--- src/rtl/ast_ctrl.sv ---
// Threshold-triggered alert pulse controller: IDLE/ARMED/PULSE/HOLD sequencer with
// configurable pulse width and holdoff. Optional hit debounce with `define AST_DEBOUNCE_EN.
module ast_ctrl #(
  parameter int HOLDOFF = 16,
  parameter int DEB_N   = 3
) (
  input  logic        clk_sys,
  input  logic        rst,
  input  logic [15:0] ad_data,
  input  logic        ad_vld,
  input  logic [15:0] cfg_thr,
  input  logic [7:0]  cfg_pol,
  input  logic [7:0]  cfg_width,
  input  logic [7:0]  cmd_ast,
  input  logic        cmd_vld,
  output logic        ast,
  output logic [7:0]  stu_sensor
);

  typedef enum logic [1:0] {IDLE = 2'b00, ARMED = 2'b01, PULSE = 2'b10, HOLD = 2'b11} state_t;

  if (HOLDOFF < 1 || HOLDOFF > 255) begin : g_bad_holdoff
    $error("ast_ctrl: HOLDOFF out of range 1..255");
  end
  if (DEB_N < 1 || DEB_N > 15) begin : g_bad_deb_n
    $error("ast_ctrl: DEB_N out of range 1..15");
  end

  state_t      state, state_nxt;
  logic [7:0]  wcnt, hcnt;
  logic [4:0]  trig_cnt;
  logic        last_cmp;
  logic        ast_nxt;
  logic        hit, trig, pulse_entry;
  logic        cmd_arm, cmd_disarm, cmd_force;
  logic        unused;

  assign cmd_arm     = cmd_vld & cmd_ast[0];
  assign cmd_disarm  = cmd_vld & cmd_ast[1];
  assign cmd_force   = cmd_vld & cmd_ast[2];
  assign unused      = ^{cfg_pol[7:2], cmd_ast[7:3]};

  // Strict compare both ways, so ad_data == cfg_thr never hits.
  assign hit = cfg_pol[1] ? (ad_data < cfg_thr) : (ad_data > cfg_thr);

`ifdef AST_DEBOUNCE_EN
  logic [3:0] deb_cnt;
  logic       deb_done;

  assign deb_done = (deb_cnt == 4'(DEB_N - 1));
  assign trig     = ad_vld & hit & deb_done;

  always_ff @(posedge clk_sys or posedge rst) begin
    if (rst)                                         deb_cnt <= '0;
    else if (state != ARMED || state_nxt != ARMED)   deb_cnt <= '0;
    else if (ad_vld)                                 deb_cnt <= hit ? deb_cnt + 4'd1 : 4'd0;
  end
`else
  assign trig = ad_vld & hit;
`endif

  // State register
  always_ff @(posedge clk_sys or posedge rst) begin
    if (rst) begin
      state <= IDLE;
      ast   <= 1'b0;
    end else begin
      state <= state_nxt;
      ast   <= ast_nxt;
    end
  end

  // Next-state logic; DISARM overrides everything
  always_comb begin
    state_nxt = state;
    case (state)
      IDLE:  if (cmd_force) state_nxt = PULSE;
             else if (cmd_arm) state_nxt = ARMED;
      ARMED: if (cmd_force || trig) state_nxt = PULSE;
      PULSE: if (wcnt == 8'd0) state_nxt = HOLD;
      HOLD:  if (hcnt == 8'd0) state_nxt = ARMED;
    endcase
    if (cmd_disarm) state_nxt = IDLE;
  end

  // Output logic: disarm drops the pulse on the same edge the state leaves PULSE
  always_comb begin
    ast_nxt = ~cfg_pol[0];
    if (state == PULSE && !cmd_disarm) ast_nxt = cfg_pol[0];
  end

  assign pulse_entry = (state != PULSE) && (state_nxt == PULSE);

  always_ff @(posedge clk_sys or posedge rst) begin
    if (rst) begin
      wcnt     <= '0;
      hcnt     <= '0;
      trig_cnt <= '0;
      last_cmp <= 1'b0;
    end else begin
      if (cmd_disarm) begin
        wcnt <= '0;
        hcnt <= '0;
      end else begin
        // Counters hold "cycles remaining minus one" so exit fires on zero
        if (pulse_entry)
          wcnt <= (cfg_width == 8'd0) ? 8'd0 : cfg_width - 8'd1;
        else if (state == PULSE && wcnt != 8'd0)
          wcnt <= wcnt - 8'd1;
        if (state == PULSE && state_nxt == HOLD)
          hcnt <= 8'(HOLDOFF - 1);
        else if (state == HOLD && hcnt != 8'd0)
          hcnt <= hcnt - 8'd1;
      end
      if (pulse_entry && trig_cnt != 5'd31) trig_cnt <= trig_cnt + 5'd1;
      if (ad_vld) last_cmp <= hit;
    end
  end

  assign stu_sensor = {trig_cnt, last_cmp, state};

endmodule

--- config.mk ---
export PLATFORM = sky130hd
export DESIGN_NAME = ast_ctrl
export DESIGN_NICKNAME = d
export VERILOG_FILES = /design/src/rtl/ast_ctrl.sv
export SDC_FILE = /design/constraint.sdc
export NUM_CORES = 1
export LEC_CHECK = 0
export CAP_MARGIN = 20
export CORE_ASPECT_RATIO = 1.1
export CORE_MARGIN = 8
export CORE_UTILIZATION = 47
export DETAILED_ROUTE_END_ITERATION = 7
export PLACE_DENSITY = 0.84
export SYNTH_ARGS = -nofsm -noshare
export SYNTH_HDL_FRONTEND = slang
export SYNTH_SLANG_ARGS = --single-unit
--- constraint.sdc ---
create_clock -name clk_sys -period 3.3 [get_ports clk_sys]
set_clock_uncertainty 0.15 [all_clocks]
set_input_delay 0.66 -clock clk_sys [delete_from_list [all_inputs] [get_ports clk_sys]]
set_output_delay 0.66 -clock clk_sys [all_outputs]
set_load 0.03 [all_outputs]
======== After elaboration in Yosys (flattened, before gate mapping) ========
Cells that the tools add are included.
word-level totals
  register bits ........................... 25
  input bits .............................. 60
  output and inout port bits .............. 9
cells by class
  $add $sub $neg .......................... 4
  magnitude comparators ................... 2
  equal/unequal tests ..................... 7
  mux-type cells .......................... 16
  bitwise gates (word level) .............. 5
  reduce and logical (&&, ||, !) cells .... 16
operator list
  operator               number
  $mux W8                7
  $logic_not A8 Y1       3
  $sub A8 B1 Y8 const B  3
  $gt A16 B16 Y1         1
  $lt A16 B16 Y1         1
  $reduce_bool A8 Y1     2
  $mux W2                6
  $eq A2 B2 Y1 const B   4
  $pmux W2 S4            1
  $logic_and A1 B1 Y1    6
  $reduce_bool A3 Y1     2
  $add A5 B1 Y5 const B  1
  $ne A5 B5 Y1 const B   1
  $and A1 B1 Y1          4
  $eq A2 B1 Y1 const B   1
  $logic_not A2 Y1       1
  $mux W1                2
  $ne A2 B2 Y1 const B   1
  $logic_not A1 Y1       1
  $logic_or A1 B1 Y1     1
  $not A1 Y1             1

======== Logic depth before layout (Yosys ltp) ========
  depth after elaboration ................. 11
  mapped depth ............................ 8
  mapped depth without buffers ............ 8

======== Least setup slack after synthesis ========
OpenSTA, ideal clock, no wires.
  path kind ............................... input-to-reg
  start point ............................. in cfg_thr[15]
  end point ............................... reg wcnt[4]
  data arrival time ....................... 2.730 ns
  data required time ...................... 3.025 ns
  path slack .............................. 0.295 ns
  stages .................................. 7
  cells stage by stage .................... inv_1 ha_1 nand4_1 a2111oi_2 nor4b_4 o31ai_4 mux2_4
between the ends
  word-level cells in the longest chain between the ends .. 11
ends and longest elaborated chain
  item                                                     RTL line  text
  start, declared                                          11        input logic [15:0] cfg_thr,
  $gt A16 B16 Y1 / $lt A16 B16 Y1 (equally long branches)  44        assign hit = cfg_pol[1] ? (ad_data < cfg_thr) : (ad_data > cfg_thr);
  $mux W1 (*)                                              44
  $and A1 B1 Y1 (*)                                        59        assign trig = ad_vld & hit;
  $logic_or A1 B1 Y1 (*)                                   79        ARMED: if (cmd_force || trig) state_nxt = PULSE;
  $mux W2 (*)                                              79
  $pmux W2 S4 (*)                                          76        case (state)
  $mux W2 (*)                                              83        if (cmd_disarm) state_nxt = IDLE;
  $eq A2 B2 Y1 (*)                                         92        assign pulse_entry = (state != PULSE) && (state_nxt == PULSE);
  $logic_and A1 B1 Y1 (*)                                  92
  $mux W8                                                  106       if (pulse_entry)
  $mux W8                                                  101       if (cmd_disarm) begin
  end signal, assigned                                     107       wcnt <= (cfg_width == 8'd0) ? 8'd0 : cfg_width - 8'd1;
  end signal, assigned                                     109       wcnt <= wcnt - 8'd1;
  end, declared                                            30        logic [7:0] wcnt, hcnt;
Mark *: on every way between the ends. The rest lies on a longest branch, timed or not.
A chain may end at the register's enable or synchronous reset.

======== Worst setup path after layout ========
  start point ............................. in cfg_thr[1]
  end point ............................... reg trig_cnt[1]
between the ends
  word-level cells in the longest chain between the ends .. 10
ends and longest elaborated chain
  item                                                     RTL line  text
  $gt A16 B16 Y1 / $lt A16 B16 Y1 (equally long branches)  44
  $mux W1 (*)                                              44
  $and A1 B1 Y1 (*)                                        59
  $logic_or A1 B1 Y1 (*)                                   79
  $mux W2 (*)                                              79
  $pmux W2 S4 (*)                                          76
  $mux W2 (*)                                              83
  $eq A2 B2 Y1 (*)                                         92
  $logic_and A1 B1 Y1 (*)                                  92
  $logic_and A1 B1 Y1 (*)                                  115       if (pulse_entry && trig_cnt != 5'd31) trig_cnt <= trig_cnt + 5'd1;
  end signal, assigned                                     115
  end, declared                                            31        logic [4:0] trig_cnt;
Marked as above.

==> reports/qor.log <==
qor: die.die_y_extent 87.5 um
qor: final_layout.nets 401
qor: cts.clock_sink_count 25
qor: cts.cts.root.buffer_cell sky130_fd_sc_hd__clkbuf_8
qor: global_route.grt_remaining_overflow 0
qor: final_layout.drive_gt1_frac 0.0981
qor: logic_synthesis.seq_area_frac_synth 0.286
qor: power.worst_ir_drop_vdd 0.224 mV
qor: critical_path.critical_path.slowest_cell sky130_fd_sc_hd__clkdlybuf4s50_1
qor: die.core.rowCount 26
qor: drt.drt_iter0_markers 59
qor: placement.place_inst 368
qor: min_path.worstHoldPathType reg2reg
qor: cts.clock_tree_from_tritoncts done
qor: critical_path.crit_path_cell_trace clkdlybuf4s50_1 -> inv_1 -> ha_1 -> nor2b_1 -> o211ai_1 -> a2111oi_2 -> buf_4 -> o31a_4 -> o31ai_2 -> mux2_1
qor: cts.clk-insertion-delay-late 0.27 ns
qor: cts.worst_setup_hold_path_clk_slew 0.08 ns
qor: run.max_cap_violations 0
qor: logic_synthesis.ys_async_sr_fraction 1.00
qor: drt.drt.antenna.violating_nets 0
qor: logic_synthesis.synth_area 2180 sq um
qor: logic_synthesis.synth-seq-cells 25
qor: sta.slew-limit-headroom 0.382
qor: global_route.antenna_found_initial 0
qor: die.fp.dieArea 7090 sq um
qor: logic_synthesis.syn_nets 331
qor: logic_synthesis.synthCells 247
qor: global_route.grt_start_max_net_pins 26
qor: cts.cts_buffer_depth 2
qor: cts.cts_hold_buffers 0
qor: drt.vias_per_cell 5.33
qor: placement.placement.io_buffers 57
qor: critical_path.timing.setup.critical_path_class in2reg
qor: drt.dr_wl_met3 436 um
qor: logic_synthesis.ys_dominant_reg_cell sky130_fd_sc_hd__dfrtp_1
qor: power.cellPowerDensity 555 nW/um^2
qor: die.fp.coreArea 4550 sq um
qor: cts.maximum_level_of_the_cts_h_tree 1
qor: die.initial_core_util 0.480
qor: critical_path.rrSetupSlack 0.60 ns
qor: logic_synthesis.synth_area_leaders sky130_fd_sc_hd__dfrtp_1 (29%), sky130_fd_sc_hd__ha_1 (14%), sky130_fd_sc_hd__xnor2_1 (5.2%), sky130_fd_sc_hd__inv_1 (5.2%), sky130_fd_sc_hd__nand2_1 (4.5%)
qor: cts.cts_buffers 3
qor: critical_path.timing.critical_path.slowest_cell_delay 0.45 ns
qor: drt.wire_per_inst 13.8 um
qor: run_status.status complete, no violations
qor: critical_path.timing.critical_path.from_type input port
qor: die.io-pin-count 69
qor: drt.detail_route.first_pass.iterations 4
qor: final_layout.regArea 626 sq um
qor: final_layout.antenna_cells 0
qor: drt.drc_errors 0
qor: final_layout.final_common_cell sky130_fd_sc_hd__clkdlybuf4s50_1
qor: critical_path.worstSetupEndpointType register
qor: final_layout.fillerInstances 384
qor: global_route.number_of_global_route_vias_before_repair 2021
qor: sta.final-max-slew-violation-count 0
qor: die.die_x 81.0 um
qor: critical_path.critPathLaunch cfg_thr[1]
qor: final_layout.most_frequent_cells_in_the_layout sky130_fd_sc_hd__clkdlybuf4s50_1 (57), sky130_fd_sc_hd__inv_1 (30), sky130_fd_sc_hd__nand2_1 (26)
qor: drt.routed.top_layer met4
qor: placement.dp_hpwl 4170 um
qor: drt.vias 1983
qor: sta.unrepaired_setup_endpoints_after_global_routing false
qor: cts.cts_setup_buffers 0
qor: logic_synthesis.synth_cell_types 52
qor: placement.placed_area 2900 sq um
qor: global_route.grt_pass1_wl 8690 um
qor: logic_synthesis.avgSynthCellArea 8.84 sq um
qor: sta.setup_viol 0
qor: critical_path.r2r_end trig_cnt[3]
qor: critical_path.critical_path.endpoint trig_cnt[1]
qor: sta.final.min_clock_period 3.11 ns
qor: logic_synthesis.yosysWarnings 0
qor: global_route.grt.total_usage 0.149
qor: power.design_power_total 1.64 mW
qor: critical_path.worst_ep_required_time 3.31 ns
qor: sta.final-hold-violation-count 0
qor: sta.max_clock_freq 321 MHz
qor: cts.post_cts.resized_instances 0
qor: critical_path.timing.critical_path.arrival 3.12 ns
qor: critical_path.reg2regPathDepth 8
qor: final_layout.multi_input_comb_area 1420 sq um
qor: sta.worst_pin_slew 0.926 ns
qor: final_layout.post_layout_nonfiller_instances 372
qor: drt.drt-met1-wl 2140 um
qor: drt.finalWirelength 5120 um
qor: drt.routed-wl-met2 2480 um
qor: logic_synthesis.synth_top_area_share 0.286
qor: final_layout.area_growth_syn_to_layout 34.9%
qor: sta.period_share 0.943
qor: logic_synthesis.netlist.top_cell.by_area sky130_fd_sc_hd__dfrtp_1
qor: critical_path.r2r_startpoint wcnt[0]
qor: logic_synthesis.synth-edff-count 0
qor: critical_path.critical_path_peak_fanout 5
qor: placement.gp_routability_congestion 0.848
qor: final_layout.design_area 2950 sq um
qor: power.p_leak 1.36 nW
layer usage:
metal  vias to the layer above  GRT usage
met3                         5     0.0207
met4                         0     0.0488
met2                        67      0.267
met5                         -          0
met1                       897      0.174
li1                       1014          -
flip-flops by register name, indices dropped and copies added, names as in the netlist:
| register | cells |
|---|---|
| hcnt | 8 |
| ast | 1 |
| state | 2 |
| last_cmp | 1 |
| wcnt | 8 |
| trig_cnt | 5 |
worst max-delay path: cells and delay by family:
kind | cells | cell delay [ns]
multiplexers | 1 | 0.36
adder cells (fa/ha/maj) | 1 | 0.28
AND/OR/NAND/NOR | 1 | 0.13
buffers and inverters | 3 | 0.66
AO/OA/AOI/OAI | 4 | 1.03
cells in the mapped netlist (all sizes together), types with 2 or more instances:
library cell	count
nand2b	3
a21o	2
ha	24
nand2	26
xor2	8
a2111oi	2
inv	30
or3	4
nor2	16
nand4b	2
mux2i	7
clkbuf	4
nor3	7
o21ai	8
mux2	3
nor4b	4
nor4	3
o311ai	2
a211oi	3
and2	3
or3b	2
nand4	5
nand3	5
o31ai	3
dfrtp	25
xnor2	13
or4	3
o31a	2
o211ai	3
a21oi	14
through the flow:
step | util | setup slack (ns) | TNS [ns] | hold slack (ns)
after global routing | 0.647 | 0.00685 | 0 | 0.405
after detailed placement | 0.637 | -0.139 | -0.852 | 0.367
after global placement | 0.637 | -0.108 | -0.432 | 0.363
after CTS | 0.647 | 0.135 | 0 | 0.390
final | 0.647 | 0.189 | 0 | 0.379
after floorplan | - | 0.295 | 0 | 0.352
layout make-up:
cell class,count,area share
inverter,30,0.0382
timing repair buffer,70,0.227
multi-input combinational,187,0.483
clock inverter,1,0.00170
clock buffer,3,0.0140
sequential,25,0.212
tap,56,0.0238
worst min-delay path by stage:
stage / from / endpoint / slack [ns] / depth (start not counted)
after global placement: trig_cnt[2] / trig_cnt[2] / 0.36 / 1
after detailed placement: trig_cnt[2] / trig_cnt[2] / 0.37 / 1
after CTS: trig_cnt[2] / trig_cnt[2] / 0.39 / 1
after floorplan: hcnt[7] / hcnt[7] / 0.35 / 2
after global routing: trig_cnt[2] / trig_cnt[2] / 0.41 / 1
final: trig_cnt[2] / trig_cnt[2] / 0.38 / 1
cell families (layout without fill, tap and decap cells):
logic type,Yosys count,count (layout),share of synthesized area
flip-flops,25,25,0.286
AO/OA/AOI/OAI,45,45,0.160
adder cells (fa/ha/maj),24,24,0.137
multiplexers,10,10,0.0493
XOR/XNOR,21,21,0.0842
AND/OR/NAND/NOR,87,87,0.221
buffers and inverters,35,104,0.0619
where the power goes:
part,switching [mW],internal [mW]
Combinational,0.458,0.443
Sequential,0.134,0.422
Clock,0.0957,0.0845
Power figures use the tool's default switching activity.
